--- src/rtl/imem_loader.sv ---
// Instruction-memory loader: 16-bit word count then little-endian 32-bit words from a byte stream.
// Define IMEM_LOADER_CSUM_EN to require a trailing XOR checksum byte before DONE.
module imem_loader #(
   parameter int ADDR_WIDTH = 10
) (
   input  logic                  clk,
   input  logic                  tb_rst,
   input  logic                  start,
   input  logic [7:0]            s_data,
   input  logic                  s_valid,
   output logic                  s_ready,
   output logic                  wr_en,
   output logic [ADDR_WIDTH-1:0] wr_addr,
   output logic [31:0]           wr_data,
   output logic                  busy,
   output logic                  done,
   output logic                  err,
   output logic                  cpu_hold
);

   typedef enum logic [2:0] {IDLE, LEN_LO, LEN_HI, DATA, CSUM, DONE, ERR} state_t;

   localparam logic [16:0] MAX_WORDS = 17'd1 << ADDR_WIDTH;

   state_t      state;
   logic [7:0]  len_lo;
   logic [15:0] n_words;
   logic [15:0] word_idx;
   logic [1:0]  byte_idx;
   logic [23:0] word_buf;
   logic [7:0]  csum;
   logic [15:0] len_word;
   logic        accept;
   logic        len_bad;
   logic        last_word;

   assign accept    = s_valid & s_ready;
   assign len_word  = {s_data, len_lo};
   assign len_bad   = (len_word == 16'd0) || ({1'b0, len_word} > MAX_WORDS);
   assign last_word = (word_idx == n_words - 16'd1);

`ifndef IMEM_LOADER_CSUM_EN
   logic unused_csum;
   assign unused_csum = ^csum;
`endif

   // Control state and registered outputs
   always_ff @(posedge clk or posedge tb_rst) begin
      if (tb_rst) begin
         state    <= IDLE;
         s_ready  <= 1'b0;
         wr_en    <= 1'b0;
         wr_addr  <= '0;
         wr_data  <= '0;
         busy     <= 1'b0;
         done     <= 1'b0;
         err      <= 1'b0;
         cpu_hold <= 1'b1;
         word_idx <= '0;
         byte_idx <= '0;
         csum     <= '0;
      end else begin
         wr_en <= 1'b0;
         case (state)
            IDLE, DONE, ERR: begin
               if (start) begin
                  state    <= LEN_LO;
                  s_ready  <= 1'b1;
                  busy     <= 1'b1;
                  done     <= 1'b0;
                  err      <= 1'b0;
                  cpu_hold <= 1'b1;
                  word_idx <= '0;
                  byte_idx <= '0;
                  csum     <= '0;
               end
            end
            LEN_LO: begin
               if (accept) state <= LEN_HI;
            end
            LEN_HI: begin
               if (accept) begin
                  if (len_bad) begin
                     state   <= ERR;
                     s_ready <= 1'b0;
                     busy    <= 1'b0;
                     err     <= 1'b1;
                  end else begin
                     state <= DATA;
                  end
               end
            end
            DATA: begin
               if (accept) begin
                  csum     <= csum ^ s_data;
                  byte_idx <= byte_idx + 2'd1;
                  if (byte_idx == 2'd3) begin
                     wr_en    <= 1'b1;
                     wr_addr  <= word_idx[ADDR_WIDTH-1:0];
                     wr_data  <= {s_data, word_buf};
                     word_idx <= word_idx + 16'd1;
                     if (last_word) begin
`ifdef IMEM_LOADER_CSUM_EN
                        state <= CSUM;
`else
                        state    <= DONE;
                        s_ready  <= 1'b0;
                        busy     <= 1'b0;
                        done     <= 1'b1;
                        cpu_hold <= 1'b0;
`endif
                     end
                  end
               end
            end
`ifdef IMEM_LOADER_CSUM_EN
            CSUM: begin
               if (accept) begin
                  s_ready <= 1'b0;
                  busy    <= 1'b0;
                  if (s_data == csum) begin
                     state    <= DONE;
                     done     <= 1'b1;
                     cpu_hold <= 1'b0;
                  end else begin
                     state <= ERR;
                     err   <= 1'b1;
                  end
               end
            end
`endif
            default: begin
               state   <= IDLE;
               s_ready <= 1'b0;
               busy    <= 1'b0;
            end
         endcase
      end
   end

   // Data capture needs no reset: every field is written before it is read
   always_ff @(posedge clk) begin
      if (state == LEN_LO && accept) len_lo <= s_data;
      if (state == LEN_HI && accept) n_words <= len_word;
      if (state == DATA && accept) begin
         case (byte_idx)
            2'd0:    word_buf[7:0]   <= s_data;
            2'd1:    word_buf[15:8]  <= s_data;
            2'd2:    word_buf[23:16] <= s_data;
            default: ;
         endcase
      end
   end

endmodule

--- config.mk ---
export PLATFORM = sky130hd
export DESIGN_NAME = imem_loader
export DESIGN_NICKNAME = d
export VERILOG_FILES = /design/src/rtl/imem_loader.sv
export SDC_FILE = /design/constraint.sdc
export NUM_CORES = 1
export LEC_CHECK = 0
export CORE_UTILIZATION = 40
export DETAILED_ROUTE_END_ITERATION = 8
export MAX_ROUTING_LAYER = met4
export SYNTH_ARGS = -nofsm -noshare
export SYNTH_HDL_FRONTEND = slang
export SYNTH_SLANG_ARGS = --single-unit
--- constraint.sdc ---
create_clock -name clk -period 6.7 [get_ports clk]
set_input_delay 1.675 -clock clk [delete_from_list [all_inputs] [get_ports clk]]
set_output_delay 1.675 -clock clk [all_outputs]
set_load 0.01 [all_outputs]
==> results of run 1 <==
[power breakdown]
group | switching [mW] | internal (mW) | total, mW
Combinational | 0.138 | 0.104 | 0.241
Sequential | 0.0526 | 0.793 | 0.845
Clock | 0.320 | 0.556 | 0.876
[layer usage]
| layer | share of wire [%] | track usage, % | up-vias |
|---|---|---|---|
| li1 | - | - | 1771 |
| met3 | 3.3 | 4.006 | 9 |
| met4 | 1.1 | 8.571 | 0 |
| met1 | 46 | 23.62 | 1796 |
| met2 | 49 | 28.54 | 71 |
| met5 | 0 | - | - |
[state kept, by name (all words and copies together) (netlist names)]
name and cells:
busy 1, len_lo 8, byte_idx 2, wr_addr 10
cpu_hold 1, state 3, wr_data 32, word_idx 16
done 1, n_words 16, wr_en 1, err 1
word_buf 24
[logic make-up (layout without fill, tap and decap cells)]
| family | Yosys count | after routing | share of synthesized area, % |
|---|---|---|---|
| AO/OA/AOI/OAI | 51 | 51 | 7.518 |
| flip-flops | 116 | 116 | 61.14 |
| multiplexers | 1 | 1 | 0.1947 |
| adder cells (fa/ha/maj) | 6 | 6 | 1.460 |
| buffers and inverters | 39 | 110 | 3.017 |
| XOR/XNOR | 29 | 29 | 5.085 |
| AND/OR/NAND/NOR | 241 | 241 | 21.58 |
[tightest hold or removal path: cells and delay by family (launching register included)]
family | cells | cell delay (ns)
DFF | 1 | 0.32
and+or+nand+nor | 2 | 0.08
[cell type report]
cell class / instances / share of cell area [%]
multi-input combinational: 328 / 28.61
sequential: 116 / 48.68
timing repair buffer: 62 / 9.492
inverter: 16 / 0.9299
clock inverter: 12 / 2.034
tap: 172 / 3.332
clock buffer: 20 / 6.916
[synthesized netlist by cell type, drive strengths merged (2+ instances only)]
| cell type | n | share of area [%] |
|---|---|---|
| o211ai | 2 | 0.29 |
| nor2 | 33 | 2.4 |
| a211oi | 4 | 0.78 |
| or2 | 3 | 0.41 |
| edfxtp | 48 | 28 |
| a31oi | 2 | 0.24 |
| nand4b | 4 | 0.68 |
| a21boi | 2 | 0.37 |
| nand4 | 4 | 0.49 |
| inv | 16 | 1.2 |
| and3 | 2 | 0.24 |
| ha | 6 | 1.5 |
| dfrtp | 67 | 33 |
| o21ai | 16 | 1.6 |
| nor4b | 4 | 0.68 |
| a21oi | 7 | 0.68 |
| a2111oi | 3 | 1.0 |
| buf | 7 | 0.68 |
| o211a | 2 | 0.39 |
| or4b | 2 | 0.39 |
| xnor2 | 16 | 2.9 |
| or3 | 6 | 0.73 |
| nand3 | 11 | 1.1 |
| nand2b | 3 | 0.37 |
| nor4 | 4 | 0.61 |
| o21a | 3 | 0.44 |
| clkbuf | 16 | 1.2 |
| nand2 | 138 | 10 |
| xor2 | 13 | 2.2 |
| and2 | 3 | 0.37 |
| nor3 | 16 | 1.8 |
| or4 | 6 | 1.0 |
[worst max path at each step]
stage,startpoint,slack (ns),endpoint
after global routing,start,2.83,word_idx[10]$_DFFE_PP0P_
after global placement,start,2.74,word_idx[12]$_DFFE_PP0P_
final,start,3.09,word_idx[14]$_DFFE_PP0P_
after floorplan,s_valid,3.29,n_words[0]$_DFFE_PP_
after detailed placement,s_valid,2.69,word_idx[14]$_DFFE_PP0P_
after CTS,s_valid,3.12,word_idx[14]$_DFFE_PP0P_
[through the flow]
step	hold slack (ns)	util [%]	instance area, µm²	std cells
2_1_floorplan	0.4146	-	5142	483
3_3_place_gp	0.4197	46.79	5881	694
3_5_place_dp	0.4248	46.79	5881	694
4_1_cts	0.4386	51.39	6459	726
5_1_grt	0.4557	51.39	6459	726
6_report	0.4348	51.39	6459	726
==> PnR_summary.wiki, run 1 <==
{| class="wikitable"
! Metric !! Value
|-
| Status || completed
|-
| Number of cells on the worst hold path || 2
|-
| Leading cell types in the layout, fill and taps excluded || sky130_fd_sc_hd__nand2_1, sky130_fd_sc_hd__dfrtp_1, sky130_fd_sc_hd__clkdlybuf4s50_1
|-
| Share of the clock period used by the worst path after layout || 53.90%
|-
| Origin of the worst min-delay path || word_buf[5]$_DFFE_PP_
|-
| Final hold vios || 0
|-
| Worst reg2reg path startpoint || n_words[0]$_DFFE_PP_
|-
| Die area || 13,310 µm²
|-
| Portion of the post-synthesis area used by sequential elements || 61.14%
|-
| Data required time at the worst endpoint || 6.96 ns
|-
| Via count of the first global-routing pass || 3,472
|-
| Clk_skew || 0.01033 ns
|-
| Final weighted congestion of routability-driven global placement || 0.9085
|-
| Critical Path Max Stage Delay || 0.67 ns
|-
| Count of maximum capacitance violations || 0
|-
| CP max-delay cell || sky130_fd_sc_hd__clkdlybuf4s50_1
|-
| IR Drop Worst-Case VDD || 0.1907 mV
|-
| Register-to-register setup slack || 3.78 ns
|-
| Crit path buf inv count || 1
|-
| Total Negative Setup Slacks || 0 ns
|-
| Delay-heaviest family, CP || compound AO/OA/AOI/OAI gates
|-
| Die height || 115.4 µm
|-
| Syn. warnings || 0
|-
| Top achievable clock speed || 276.9 MHz
|-
| Power density normalized to cell area || 303.8 nW/µm²
|-
| Data arrival time of the worst path || 3.87 ns
|-
| Nets@finish || 559
|-
| Final max-slew violation count || 0
|-
| Standard-cell row count || 41
|-
| Detail Placement HPWL || 7380 µm
|-
| Std-Cell Core Area || 12,570 µm²
|-
| Setup Fix Bufs, Post-CTS || 0
|-
| Static Leakage || 2.674 nW
|-
| Final total power || 1.962 mW
|-
| Global-route wire length before repair || 17,780 µm
|-
| Category of the worst setup path capture point || flop
|-
| Total of cells resized after clock tree synthesis || 0
|-
| Cts hold-fix bufs || 0
|-
| Syn avg cell area || 10.65 µm²
|-
| Via-per-instance ratio || 5.023
|-
| Worst setup slack after layout || 3.089 ns
|-
| Number of fillers in the final layout || 1,162
|-
| End point of the worst hold path || wr_data[5]$_DFFE_PP0P_
|-
| Pre-CTS setup slack || 2.689 ns
|-
| Number of top-level design ports || 60
|-
| Share of flip-flops with an asynchronous set or reset after synthesis || 58.62%
|-
| Category of the most critical setup path || input port to flop
|-
| Unrepaired setup endpoints after global routing || no
|-
| Tightest Pin Transition || 1.260 ns
|-
| Vias after detailed routing || 3,647
|-
| Post-detailed-routing wire length || 10,810 µm
|-
| Reg2Reg Capture Point || state[1]$_DFFE_PP0P_
|-
| Number of clock buffers inserted by TritonCTS || 17
|-
| Critical path launch point type || input port
|-
| Combined global-route utilization of all metal layers || 18.63%
|-
| Largest fanout of any net on the critical path || 18
|-
| Deepest level of the CTS H-tree || 4
|-
| Initial antenna violation count || 0
|-
| Root buffer selected by CTS || sky130_fd_sc_hd__clkbuf_16
|-
| Number of distinct library cell variants in the gate-level netlist after synthesis || 59
|-
| Area Growth Syn to Fin || 25.60%
|-
| Average routed wire per standard cell || 14.89 µm
|-
| Instance count on the critical path || 6
|-
| #FFs+latches synth || 116
|-
| # clock sinks || 116
|-
| DRT antenna net count || 0
|-
| Area of the mapped netlist || 5142 µm²
|-
| Chain of cells forming the critical path || clkdlybuf4s50_1 -> o21a_1 -> o2111ai_1 -> nor3_1 -> xnor2_1 -> nor2_1
|-
| Synthesized net count || 501
|-
| Min cycle time layout || 3.611 ns
|-
| Count of flip-flops with a built-in enable after synthesis || 48
|-
| Initial cell density of the core || 40.92%
|-
| Number of iterations in the first detailed-routing pass || 7
|-
| DIE WIDTH || 115.4 µm
|-
| Clock latency of the later-clocked register in the worst-skew pair || 0.41 ns
|-
| Most frequent standard cell in the layout excluding fill and tap cells || sky130_fd_sc_hd__nand2_1
|-
| Number of endpoints failing setup at the final stage || 0
|-
| Number of diodes || 0
|-
| Depth of the worst register-to-register path || 9
|-
| Total area of multi-input combinational cells || 1848 µm²
|-
| Pin count of the biggest net entering global routing || 69
|-
| CTS clk-pin slew, worst paths || 0.05 ns
|-
| Clock tree buffer depth || 2
|-
| Worst max-slew margin expressed relative to the limit || 15.57%
|-
| Dominant register cell in the synthesized netlist || sky130_fd_sc_hd__dfrtp_1
|-
| Area taken by flip-flops and latches || 3144 µm²
|-
| Remaining DRCs || 0
|-
| Count of input and output buffers || 59
|-
| CTS tree || built
|-
| Class of the tightest hold or removal check || flop to flop
|-
| Synthesized instance count || 483
|-
| Layout cells sized above 1 || 9.386%
|-
| Global route total overflow || 0
|-
| Iteration-0 DRC count of the detailed router || 186
|}
(Power assumes the default switching activity.)
==> run 2, diff against run 1 <==
Clock period 6.7 ns to 3.5 ns, I/O delays scaled along.
==> run 2 against run 1 <==
Sequential power is 92% higher. Register-to-register slack lost 3.2 ns. Highest routed layer unchanged. Via count unchanged. Sequential share of layout area down 0.68 points. Power up 93%. Critical endpoint is now state[1]$_DFFE_PP0P_. Clock skew shrank 0.0011 ns.
==> PnR_summary.wiki, run 2 (synthesis results as in run 1) <==
{| class="wikitable"
! Metric !! Value
|-
| Deepest level of the CTS H-tree || 4 (unchanged)
|-
| Via-per-instance ratio || 4.955 (was 5.023)
|-
| Number of flip-flops in the largest register || 32 (unchanged)
|-
| CTS clk-pin slew, worst paths || 0.05 ns (about the same)
|-
| Cell count after placement || 704 (was 694)
|-
| Final weighted congestion of routability-driven global placement || 0.9075 (was 0.9085)
|-
| Average routed wire per standard cell || 15.18 µm (was 14.89 µm)
|-
| Clock tree buffer depth || 2 (unchanged)
|-
| Static Leakage || 2.730 nW (was 2.674 nW)
|-
| Worst setup slack after layout || 0.5657 ns (was 3.089 ns)
|-
| Unrepaired setup endpoints after global routing || no (unchanged)
|-
| Critical path launch point type || flop (was input port)
|-
| Final hold vios || 0 (unchanged)
|-
| Number of endpoints failing setup at the final stage || 0 (unchanged)
|-
| CP max-delay cell || sky130_fd_sc_hd__or4b_1 (was sky130_fd_sc_hd__clkdlybuf4s50_1)
|-
| Origin of the worst min-delay path || word_buf[18]$_DFFE_PP_ (was word_buf[5]$_DFFE_PP_)
|-
| Nets@finish || 569 (was 559)
|-
| Number of top-level design ports || 60 (unchanged)
|-
| Registers with the highest flip-flop counts || wr_data: 32 flops, word_buf: 24 flops (unchanged)
|-
| Critical Path Max Stage Delay || 0.62 ns (was 0.67 ns)
|-
| Category of the worst setup path capture point || flop (unchanged)
|-
| Category of the most critical setup path || flop to flop (was input port to flop)
|-
| Data arrival time of the worst path || 3.22 ns (was 3.87 ns)
|-
| Chain of cells forming the critical path || inv_1 -> ha_1 -> or4b_1 -> nor3_4 -> mux2i_1 -> a211oi_2 -> a2111oi_4 -> and3_1 -> a21oi_1 (was clkdlybuf4s50_1 -> o21a_1 -> o2111ai_1 -> nor3_1 -> xnor2_1 -> nor2_1)
|-
| Std-Cell Core Area || 12,570 µm² (unchanged)
|-
| Number of fillers in the final layout || 1,125 (was 1,162)
|-
| Post-detailed-routing wire length || 11,170 µm (was 10,810 µm)
|-
| Cts hold-fix bufs || 0 (unchanged)
|-
| Total area of multi-input combinational cells || 1848 µm² (unchanged)
|-
| Clk_skew || 0.009200 ns (was 0.01033 ns)
|-
| Count of input and output buffers || 59 (unchanged)
|-
| CTS tree || built (unchanged)
|-
| Layout cells sized above 1 || 10.46% (was 9.386%)
|-
| Root buffer selected by CTS || sky130_fd_sc_hd__clkbuf_16 (unchanged)
|-
| Initial cell density of the core || 40.92% (unchanged)
|-
| Total Negative Setup Slacks || 0 ns (unchanged)
|-
| Global route total overflow || 0 (unchanged)
|-
| Standard-cell row count || 41 (unchanged)
|-
| Most frequent standard cell in the layout excluding fill and tap cells || sky130_fd_sc_hd__nand2_1 (unchanged)
|-
| Iteration-0 DRC count of the detailed router || 233 (was 186)
|-
| IR Drop Worst-Case VDD || 0.3077 mV (was 0.1907 mV)
|-
| Data required time at the worst endpoint || 3.79 ns (was 6.96 ns)
|-
| Largest register by flop count || wr_data (unchanged)
|-
| Min cycle time layout || 2.934 ns
|-
| DRT antenna net count || 0 (unchanged)
|-
| Tightest Pin Transition || 0.7382 ns (was 1.260 ns)
|-
| Setup Fix Bufs, Post-CTS || 0 (unchanged)
|-
| Crit path buf inv count || 1 (unchanged)
|-
| Number of iterations in the first detailed-routing pass || 4 (was 7)
|-
| Via count of the first global-routing pass || 3,574 (was 3,472)
|-
| Class of the tightest hold or removal check || flop to flop (unchanged)
|-
| Clock latency of the later-clocked register in the worst-skew pair || 0.41 ns (about the same)
|-
| Pre-CTS setup slack || 0.3847 ns (was 2.689 ns)
|-
| DIE WIDTH || 115.4 µm (unchanged)
|-
| Largest fanout of any net on the critical path || 6 (was 18)
|-
| Die height || 115.4 µm (unchanged)
|-
| Final max-slew violation count || 0 (unchanged)
|-
| Delay-heaviest family, CP || simple AND/OR/NAND/NOR gates (was compound AO/OA/AOI/OAI gates)
|-
| Non-Filler Instances || 736 (was 726)
|-
| Number of diodes || 0 (unchanged)
|-
| Count of maximum capacitance violations || 0 (unchanged)
|-
| Total of cells resized after clock tree synthesis || 0 (unchanged)
|-
| Vias after detailed routing || 3,647 (unchanged)
|-
| Die area || 13,310 µm² (unchanged)
|-
| Initial antenna violation count || 0 (unchanged)
|-
| Remaining DRCs || 0 (unchanged)
|-
| Status || completed (unchanged)
|-
| Worst max-slew margin expressed relative to the limit || 50.71% (was 15.57%)
|-
| Area Growth Syn to Fin || 27.37% (was 25.60%)
|-
| # clock sinks || 116 (unchanged)
|-
| Power density normalized to cell area || 577.0 nW/µm² (was 303.8 nW/µm²)
|-
| Leading cell types in the layout, fill and taps excluded || sky130_fd_sc_hd__nand2_1, sky130_fd_sc_hd__dfrtp_1, sky130_fd_sc_hd__clkdlybuf4s50_1 (unchanged)
|-
| Final Instance Area || 6550 µm² (was 6459 µm²)
|-
| Pin count of the biggest net entering global routing || 47 (was 69)
|-
| Area taken by flip-flops and latches || 3144 µm² (unchanged)
|-
| Worst setup path startpoint || n_words[0]$_DFFE_PP_ (was start)
|-
| Combined global-route utilization of all metal layers || 19.39% (was 18.63%)
|-
| Global-route wire length before repair || 18,420 µm (was 17,780 µm)
|-
| Share of the clock period used by the worst path after layout || 83.84%
|-
| Detail Placement HPWL || 7756 µm (was 7380 µm)
|-
| Placed cell areas || 5968 µm² (was 5881 µm²)
|-
| Top achievable clock speed || 340.8 MHz
|-
| Number of clock buffers inserted by TritonCTS || 17 (unchanged)
|-
| Worst reg2reg path startpoint || n_words[0]$_DFFE_PP_ (unchanged)
|}
-- run 2: final cells by class --
cell class              count  share of cell area, %
clock buffers              23                  7.297
flip-flops and latches    116                  48.00
repair buffers             72                  10.70
well taps                 172                  3.286
inverters                  16                 0.9169
multi-input cells         328                  28.21
clock inverters             9                  1.585
-- run 2: layer usage --
metal | track usage (%) | wire, µm | vias to the layer above
met2 | 29.30 | 5412 | 75
li1 | - | - | 1797
met3 | 4.112 | 445 | 10
met5 | - | 0 | -
met1 | 25.00 | 5178 | 1765
met4 | 8.918 | 135 | 0
-- run 2: tightest hold or removal path: cells and delay by family, from the launching register on --
family        cells  cell delay, ns
flops             1            0.32
simple gates      2            0.09
-- run 2: per-stage QoR --
step / hold slack, ns / utilization (%) / power [mW]
global route: 0.4606 / 52.12 / 3.938
detailed placement: 0.4246 / 47.49 / 2.123
finish: 0.4364 / 52.12 / 3.780
CTS: 0.4389 / 52.12 / 3.813
global placement: 0.4183 / 47.49 / 2.113
floorplan: 0.4146 / - / 1.941
-- run 2: report_power, final --
part / switching (mW) / internal, mW / total (mW)
Sequential: 0.104 / 1.52 / 1.62
Clock: 0.582 / 1.10 / 1.68
Combinational: 0.267 / 0.212 / 0.479
-- run 2: worst paths after layout --
| path | to | slack, ns | depth (start not counted) |
|---|---|---|---|
| min in group asynchronous | wr_data[10]$_DFFE_PP0P_ | 0.92 | 2 |
| max reg2reg | state[1]$_DFFE_PP0P_ | 0.57 | 9 |
| min | wr_data[18]$_DFFE_PP0P_ | 0.44 | 2 |
| max | state[1]$_DFFE_PP0P_ | 0.57 | 9 |
| min reg2reg | wr_data[18]$_DFFE_PP0P_ | 0.44 | 2 |
| max in group asynchronous | cpu_hold$_DFFE_PP1P_ | 1.86 | 3 |
